**config.mk**
```make
export PLATFORM = sky130hd
export DESIGN_NAME = eth_tx_sched_flat
export DESIGN_NICKNAME = d
export VERILOG_FILES = /design/src/rtl/eth_pkg.sv /design/src/rtl/eth_tx_sched_if.sv /design/src/rtl/rr_pick.sv /design/src/rtl/eth_tx_sched.sv /design/src/flat_wrapper.sv
export SDC_FILE = /design/constraint.sdc
export NUM_CORES = 1
export LEC_CHECK = 0
export CAP_MARGIN = 20
export CORE_ASPECT_RATIO = 0.5
export CORE_MARGIN = 1.5
export CORE_UTILIZATION = 45
export CTS_CLUSTER_DIAMETER = 50
export DETAILED_ROUTE_END_ITERATION = 6
export PLACE_DENSITY_LB_ADDON = 0.25
export REMOVE_ABC_BUFFERS = 1
export SLEW_MARGIN = 5
export SYNTH_ARGS = -nofsm -noshare
export SYNTH_HDL_FRONTEND = slang
export SYNTH_HIERARCHICAL = 1
export SYNTH_SLANG_ARGS = --single-unit
```
**constraint.sdc**
```tcl
create_clock -name clk -period 1.67 [get_ports clk]
set_input_delay 0.334 -clock clk [delete_from_list [all_inputs] [get_ports clk]]
set_output_delay 0.334 -clock clk [all_outputs]
set_load 0.01 [all_outputs]
```
**src/rtl/eth_pkg.sv**
```systemverilog
// rtl/eth_pkg.sv - shared types and defaults for the eth transmit scheduler
package eth_pkg;

   typedef enum logic [2:0] {IDLE, START, WAIT_BUSY, SEND, GAP} eth_sched_state_t;

   localparam int ETH_IFG_CYCLES = 12;
   localparam int ETH_START_WAIT = 16;
   localparam int ETH_TX_TIMEOUT = 2048;

   function automatic int max3(input int a, input int b, input int c);
      int m;
      m = (a > b) ? a : b;
      return (m > c) ? m : c;
   endfunction

endpackage

```
**src/rtl/eth_tx_sched_if.sv**
```systemverilog
// rtl/eth_tx_sched_if.sv - requester/sender handshake bundle of the transmit scheduler
interface eth_tx_sched_if #(
   parameter int N_REQ = 2
);
   localparam int IW = $clog2(N_REQ);

   logic [N_REQ-1:0] i_req;
   logic [N_REQ-1:0] o_grant;
   logic [IW-1:0]    o_sel;
   logic             o_tx_start;
   logic             i_tx_busy;
   logic [N_REQ-1:0] o_done;
   logic             o_timeout;
   logic             o_busy;

   // master: the scheduler itself; slave: requesters plus the frame sender
   modport master (
      input  i_req, i_tx_busy,
      output o_grant, o_sel, o_tx_start, o_done, o_timeout, o_busy
   );

   modport slave (
      output i_req, i_tx_busy,
      input  o_grant, o_sel, o_tx_start, o_done, o_timeout, o_busy
   );

endinterface

```
**src/rtl/rr_pick.sv**
```systemverilog
// rtl/rr_pick.sv - combinational round-robin picker, searches upward from ptr with wrap
module rr_pick #(
   parameter int N  = 2,
   parameter int IW = $clog2(N)
) (
   input  logic [N-1:0]  req,
   input  logic [IW-1:0] ptr,
   output logic [N-1:0]  grant,
   output logic [IW-1:0] idx,
   output logic          valid
);

   always_comb begin
      grant = '0;
      idx   = '0;
      valid = 1'b0;
      for (int i = 0; i < N; i++) begin
         if (!valid && req[(int'(ptr) + i) % N]) begin
            valid                      = 1'b1;
            grant[(int'(ptr) + i) % N] = 1'b1;
            idx                        = IW'((int'(ptr) + i) % N);
         end
      end
   end

endmodule

```
**src/rtl/eth_tx_sched.sv**
```systemverilog
// rtl/eth_tx_sched.sv - round-robin owner of the single eth_send engine with gap and abort timers
module eth_tx_sched
   import eth_pkg::*;
#(
   parameter int N_REQ      = 2,
   parameter int IFG_CYCLES = ETH_IFG_CYCLES,
   parameter int START_WAIT = ETH_START_WAIT,
   parameter int TIMEOUT    = ETH_TX_TIMEOUT
) (
   input  logic          clk,
   input  logic          rst_n,
   eth_tx_sched_if.master bus
);

   localparam int IW = $clog2(N_REQ);
   localparam int CW = $clog2(max3(TIMEOUT, START_WAIT, IFG_CYCLES) + 1);

   eth_sched_state_t state, state_nxt;
   logic [CW-1:0]    cnt, cnt_nxt;
   logic [IW-1:0]    ptr;
   logic [N_REQ-1:0] grant_q;
   logic [IW-1:0]    sel_q;
   logic [N_REQ-1:0] done_q;
   logic             to_q;

   logic [N_REQ-1:0] pick_grant;
   logic [IW-1:0]    pick_idx;
   logic             pick_valid;
   logic             load, done_set, to_set;

   rr_pick #(.N(N_REQ), .IW(IW)) u_pick (
      .req   (bus.i_req),
      .ptr   (ptr),
      .grant (pick_grant),
      .idx   (pick_idx),
      .valid (pick_valid)
   );

   always_comb begin
      state_nxt = state;
      cnt_nxt   = cnt;
      load      = 1'b0;
      done_set  = 1'b0;
      to_set    = 1'b0;
      case (state)
         IDLE: begin
            if (pick_valid) begin
               load      = 1'b1;
               state_nxt = START;
            end
         end
         START: begin
            state_nxt = WAIT_BUSY;
            cnt_nxt   = '0;
         end
         WAIT_BUSY: begin
            if (bus.i_tx_busy) begin
               state_nxt = SEND;
               cnt_nxt   = '0;
            end else if (cnt == CW'(START_WAIT - 1)) begin
               to_set    = 1'b1;
               state_nxt = GAP;
               cnt_nxt   = '0;
            end else begin
               cnt_nxt = cnt + CW'(1);
            end
         end
         SEND: begin
            // a falling busy on the timeout boundary still counts as a clean finish
            if (!bus.i_tx_busy) begin
               done_set  = 1'b1;
               state_nxt = GAP;
               cnt_nxt   = '0;
            end else if (cnt == CW'(TIMEOUT - 1)) begin
               to_set    = 1'b1;
               state_nxt = GAP;
               cnt_nxt   = '0;
            end else begin
               cnt_nxt = cnt + CW'(1);
            end
         end
         GAP: begin
            if (cnt == CW'(IFG_CYCLES - 1)) begin
               state_nxt = IDLE;
               cnt_nxt   = '0;
            end else begin
               cnt_nxt = cnt + CW'(1);
            end
         end
         default: begin
            state_nxt = IDLE;
            cnt_nxt   = '0;
         end
      endcase
   end

   always_ff @(posedge clk or negedge rst_n) begin
      if (!rst_n) begin
         state   <= IDLE;
         cnt     <= '0;
         ptr     <= '0;
         grant_q <= '0;
         sel_q   <= '0;
         done_q  <= '0;
         to_q    <= 1'b0;
      end else begin
         state  <= state_nxt;
         cnt    <= cnt_nxt;
         done_q <= done_set ? grant_q : '0;
         to_q   <= to_set;
         if (load) begin
            grant_q <= pick_grant;
            sel_q   <= pick_idx;
            ptr     <= (pick_idx == IW'(N_REQ - 1)) ? '0 : pick_idx + IW'(1);
         end else if (done_set || to_set) begin
            grant_q <= '0;
         end
      end
   end

   assign bus.o_grant    = grant_q;
   assign bus.o_sel      = sel_q;
   assign bus.o_tx_start = (state == START);
   assign bus.o_done     = done_q;
   assign bus.o_timeout  = to_q;
   assign bus.o_busy     = (state != IDLE);

endmodule

```
**src/flat_wrapper.sv**
```systemverilog
// flat-port wrapper written by rule: the top's interface ports become plain ports
module eth_tx_sched_flat import eth_pkg::*;
#(
   parameter int N_REQ      = 2,
   parameter int IFG_CYCLES = ETH_IFG_CYCLES,
   parameter int START_WAIT = ETH_START_WAIT,
   parameter int TIMEOUT    = ETH_TX_TIMEOUT
)
  (clk, rst_n, bus_i_req, bus_i_tx_busy, bus_o_grant, bus_o_sel, bus_o_tx_start, bus_o_done, bus_o_timeout, bus_o_busy);
  eth_tx_sched_if #(.N_REQ(N_REQ)) bus_i ();
  input  logic clk;
  input  logic rst_n;
  input wire logic [$bits(bus_i.i_req)-1:0] bus_i_req;
  input wire logic [$bits(bus_i.i_tx_busy)-1:0] bus_i_tx_busy;
  output wire logic [$bits(bus_i.o_grant)-1:0] bus_o_grant;
  output wire logic [$bits(bus_i.o_sel)-1:0] bus_o_sel;
  output wire logic [$bits(bus_i.o_tx_start)-1:0] bus_o_tx_start;
  output wire logic [$bits(bus_i.o_done)-1:0] bus_o_done;
  output wire logic [$bits(bus_i.o_timeout)-1:0] bus_o_timeout;
  output wire logic [$bits(bus_i.o_busy)-1:0] bus_o_busy;
  assign bus_i.i_req = bus_i_req;
  assign bus_i.i_tx_busy = bus_i_tx_busy;
  assign bus_o_grant = bus_i.o_grant;
  assign bus_o_sel = bus_i.o_sel;
  assign bus_o_tx_start = bus_i.o_tx_start;
  assign bus_o_done = bus_i.o_done;
  assign bus_o_timeout = bus_i.o_timeout;
  assign bus_o_busy = bus_i.o_busy;
  eth_tx_sched #(.N_REQ(N_REQ), .IFG_CYCLES(IFG_CYCLES), .START_WAIT(START_WAIT), .TIMEOUT(TIMEOUT)) u_core (.clk(clk), .rst_n(rst_n), .bus(bus_i));
endmodule
```
# --- Word level (Yosys, flattened, before mapping) ---
# Index checks and enable logic that the tools add are counted.
totals:
  input_bits: 5
  word_cells: 77
  out_inout_bits: 8
  regBits: 22
classes:
  reduce_logical: 9
  order_cmp: 4
  add_sub_neg: 3
  muxes: 41
  n_eq_ne: 11
  bitwise: 2
ops:
  columns: ["op", "n"]
  rows:
  - ["12-bit two-way mux", 5]
  - ["12-bit one-hot mux with 4 select lines", 1]
  - ["12-bit by 4-bit == test with 1-bit output, second input constant", 2]
  - ["1-bit two-way mux", 20]
  - ["3-bit two-way mux", 6]
  - ["3-bit one-hot mux with 5 select lines", 1]
  - ["12-bit by 1-bit adder with 12-bit output, second input constant", 1]
  - ["12-bit by 11-bit == test with 1-bit output, second input constant", 1]
  - ["2-bit two-way mux", 5]
  - ["3-bit by 2-bit == test with 1-bit output, second input constant", 2]
  - ["3-bit by 2-bit != test with 1-bit output, second input constant", 2]
  - ["2-bit by 1-bit != test with 1-bit output, second input constant", 2]
  - ["4-bit AND reduction", 1]
  - ["3-bit by 1-bit == test with 1-bit output, second input constant", 1]
  - ["3-bit == test, second input constant", 1]
  - ["1-bit logical AND", 3]
  - ["3-bit logical NOT", 1]
  - ["2-bit by 3-bit less-than comparator with 1-bit output, second input constant", 1]
  - ["3-bit nonzero test", 1]
  - ["1-bit adder, second input constant", 2]
  - ["1-bit demux with 1-bit select", 2]
  - ["2-bit by 1-bit greater-or-equal comparator with 1-bit output, second input constant", 1]
  - ["1-bit by 2-bit less-than comparator with 1-bit output, second input constant", 1]
  - ["2-bit bitwise OR", 1]
  - ["other kinds (6)", 6]

# --- Longest topological paths before layout ---
logic_depth:
  depth_word: 10
  ltp_mapped: 7

# --- Modules after synthesis ---
# Netlist, hierarchy kept.
by_module_without_submodules:
  columns: ["module", "area_per_inst_um2", "instances", "cells_per_inst", "seq_area_each_um2"]
  rows:
  - ["eth_tx_sched", 1290.0, 1, 140, 550.5]
  - ["rr_pick", 32.5, 1, 5, 0.0]

# --- Worst setup path before layout ---
# Ideal clock, no wire load.
synth_path:
  path_kind: "reg2reg"
  startpoint: "register u_core.cnt[0]"
  endpoint: "register u_core.cnt[2]"
  path_stages_with_launch: 7
  setup_slack_ps: -117
  required_ps: 1540
  setup_ps: 130
  arrival_time_ps: 1656
  cell_sequence: "dfrtp_1 ha_1 nand4_1 nor4_4 nor2_2 nor3_2 o21ai_1"
synth_between:
  elab_chain_cells: 4
  elab_cells_between_ends: 10
  cone_classes: "add/sub (1); eq/ne (3); mux (6)"
synth_lines:
  columns: ["element", "line_no", "source"]
  rows:
  - ["from (decl)", "eth_tx_sched.sv:19", "logic [CW-1:0] cnt, cnt_nxt;"]
  - ["from (signal assigned)", "eth_tx_sched.sv:108", "cnt <= cnt_nxt;"]
  - ["12-bit by 1-bit adder with 12-bit output, or another cell as far along", "eth_tx_sched.sv:65, eth_tx_sched.sv:79, eth_tx_sched.sv:87", null]
  - ["12-bit two-way mux, on equally long branches", "eth_tx_sched.sv:74, eth_tx_sched.sv:60", null]
  - ["12-bit two-way mux, on equally long branches", "eth_tx_sched.sv:70, eth_tx_sched.sv:57", null]
  - ["12-bit one-hot mux with 4 select lines (*)", "eth_tx_sched.sv:45", "case (state)"]
# Mark *: on every way between the ends. The rest lies on a longest branch, timed or not.
# A chain may end at the register's enable or synchronous reset.

# --- Worst setup path after layout ---
layout_path:
  startpoint: "register u_core.cnt[5]"
  endpoint: "register u_core.cnt[5]"
# Same word-level chain as after synthesis.

==> results.md <==
* CP Buf/Inv Count at 1
* Inserted Clock Buffers at 3
* Synth top area share at about two fifths
* Syn avg cell area at 9.12 sq um
* FFs w/ async S/R, synth at 100%
* Synth area leaders: dfrtp_1, o21ai_1, nand2_1
* HPWL after DPL at 2360 um
* CP cell instances: or4_4 > nor2_4 > a41oi_4 > buf_6 > o21ai_1 > o21ai_2
* Final worst slack at -175 ps
* Final GP Congestion at 0.858
* Share of cells above drive strength 1 at roughly 39%
* Site row count at 13
* Die Area at 0.00329 sq mm
* R2R depth at 6
* Worst hold slack at between 400 and 500 ps
* CP Max Fanout at 4
* Combinational Power Share at 52.4%
* CTS root buffer: clkbuf_8
* Min Tclk post-route at 1840 ps
* WL/cell at between 15 and 20 um
* I/O pins at 13
* Die width at around 80 um
* Worst Skew at 2.05 ps
* Slew HR at ~77%
* Hold Fails Final Rpt at 0
* Multi-input gate area at about 810 sq um
* Most frequent cell after synthesis: dfrtp_1
* CP max stage delay at 580 ps
* Post-route DRC at 0
* Layout area overhead at 49.0%
* Clk buf depth at 2
* Critical Path Source Type: flip-flop
* Initial antenna violation count at 0
* Switch Pwr at 0.997 mW
* Main flop type after synthesis: dfrtp_1
* Yosys cell types at 44
* Cells after Synth at 145
* Chip Height at a little over 40 um
* Violated checks: negative setup slack
* First-pass GRT wire length at 5660 um
* Share of power burned in registers at around 28%
* Initial Util at 49.3%
* Post-synth EDFFs at 0
* Clock Latency Late Sink at 270 ps
* Fin. max-slew vios at 0
* Maximum number of pins on one net before global-route repair at 23
* Stages on the worst setup path at 6
* Final Instance Count excl. Fillers at 238
* Lkg Pwr at 0.877 nW
* IR drop worst, VDD at 0.615 mV
* RSZ-0062 raised after global routing: true
* Critical path type: reg -> reg
* Setup violators final at 17
* Total wire length at 3730 um
* FILL cells at around 170
* Final cycle utilization of the critical path at 110%
* FF+latch count, synth at 22
* H-tree levels at 1
* Total GRT Usage at 23.9%
* Reg area at 551 sq um
* Antenna Nets Post-Route at 0
* Slowest cell on crit path: or4_4
* Yosys top cell by area: dfrtp_1
* Congestion Overflow GR at 0
* Slew @ Worst Pin at 337 ps
* WP data required at 1830 ps
* Fin nets at 208
* Max-cap viol count at 0
* Crit path DAT at 2010 ps
* Clk slew on worst S/H paths at ~80 ps
* Worst reg-to-reg setup slack at -170 ps
* Port Buffers at 12
* Clock power share at between 15 and 20%
* Clk sinks at 22
* Syn Std Cell Area at 0.00132 sq mm
* CTS tree: built
* Diode count at 0
* Seq/Total Area, Yosys at between 40% and 50%
* Outcome: finished with violations
* Via density at 5.71
* Hold WC Path Type: in -> async
* Max Clk Rate at 0.542 GHz
* CP top delay family: simple AND/OR/NAND/NOR gates
* Yosys Warn Count at 6
* Vias at 1358
* Setup TNS at -2130 ps
* Power Density at 1330 mW/mm^2
* Vias in the first global route at 1176
* Core Footprint at 0.00268 sq mm
* Worst setup EP type: flip-flop
* Placed Instances at 227
* Internal power at 1.63 mW
* Initial drt markers at 96
* 1st-pass router iterations at 4
* Sw frac at between 30% and 40%
* Most frequent cells after synthesis: dfrtp_1, nand2_1, o21ai_1
## cells in the final DEF, fill, tap and decap left out, types with 3 or more instances in the layout
master           Yosys  layout
o21ai_0              7       6
inv_1                4       4
clkdlybuf4s50_1      0      10
o21ai_2              0       5
nand4_1              3       3
a21oi_1              5       4
nand2_1             15      14
buf_6                1       5
a21boi_0             3       3
and3_1               3       3
nor3_2               2       4
dfrtp_1             22      22
nand3_1              8       8
o21ai_1             15      11
buf_4                0      41
nor2_1              12      11
clkbuf_8             0       3
## worst paths after layout
path / startpoint / to
max in group asynchronous: rst_n / u_core/bus.o_timeout
min in group clk: u_core/bus.o_sel / u_core/bus.o_sel
max: u_core/cnt[5] / u_core/cnt[5]
min: rst_n / u_core/cnt[5]
max reg2reg: u_core/cnt[5] / u_core/cnt[5]
min reg2reg: u_core/bus.o_sel / u_core/bus.o_sel
## registers in the layout (all words and copies together) (netlist names)
signal / count
u_core/cnt: 12
u_core/state: 3
u_core/bus.o_done: 2
u_core/bus.o_grant: 2
u_core/bus.o_sel: 1
u_core/bus.o_timeout: 1
u_core/ptr: 1
## metal layers
| metal | share of wire, % | routed length (um) | vias to the layer above | GRT usage, % |
|---|---|---|---|---|
| li1 | - | - | 647 | - |
| met1 | 45 | 1690 | 653 | 30.4 |
| met2 | 47 | 1750 | 52 | 43.2 |
| met3 | 6.3 | 233 | 6 | 5.43 |
| met4 | 1.5 | 57 | 0 | 5.26 |
| met5 | 0 | 0 | - | 0 |
## layout make-up
type                            count  share of cell area [%]
Sequential cell                    22                    27.9
Tap cell                           37                    2.35
Timing Repair Buffer               58                    24.3
Clock inverter                      1                    1.52
Inverter                            4                   0.762
Clock buffer                        3                    2.10
Multi-Input combinational cell    113                    41.1
## stage by stage
stage,utilization (%),setup WS [ps],power [mW],cell area [sq um]
2_1_floorplan,-,-315,1.32,1290
3_3_place_gp,65.1,-193,1.90,1750
3_5_place_dp,65.1,-227,1.91,1750
4_1_cts,71.3,-162,2.51,1910
5_1_grt,73.4,-245,2.78,1970
6_report,73.4,-175,2.63,1970
## power groups by stage
stage	Sequential [mW]	Combinational, mW	Clock [mW]
floorplan	0.788	0.534	0
global placement	0.728	1.17	0
detailed placement	0.731	1.18	0
CTS	0.726	1.27	0.518
global route	0.753	1.49	0.537
finish	0.737	1.38	0.513
## what timing repair did
action,4_1_cts,5_1_grt
cloned,1,0
hold buffers,0,0
endpoints found under the setup margin,18,19
resized for setup,15,16
buffers inserted,4,2
pin swaps,14,8
## cell families after synthesis
logic type               Yosys count  synth area share (%)
AO/OA/AOI/OAI                     41                  19.9
buffers and inverters             10                  3.69
adder cells (fa/ha/maj)            1                 0.946
multiplexers                       4                  3.12
AND/OR/NAND/NOR                   65                  29.4
flip-flops                        22                  41.6
XOR/XNOR                           2                  1.32
## worst reg2reg max path: stages (launching register included)
cell,delay (ps)
dfrtp_1,390
or4_4,580
nor2_4,160
a41oi_4,180
buf_6,180
o21ai_1,160
o21ai_2,80
Note: power is estimated with default switching activity, not from simulation.
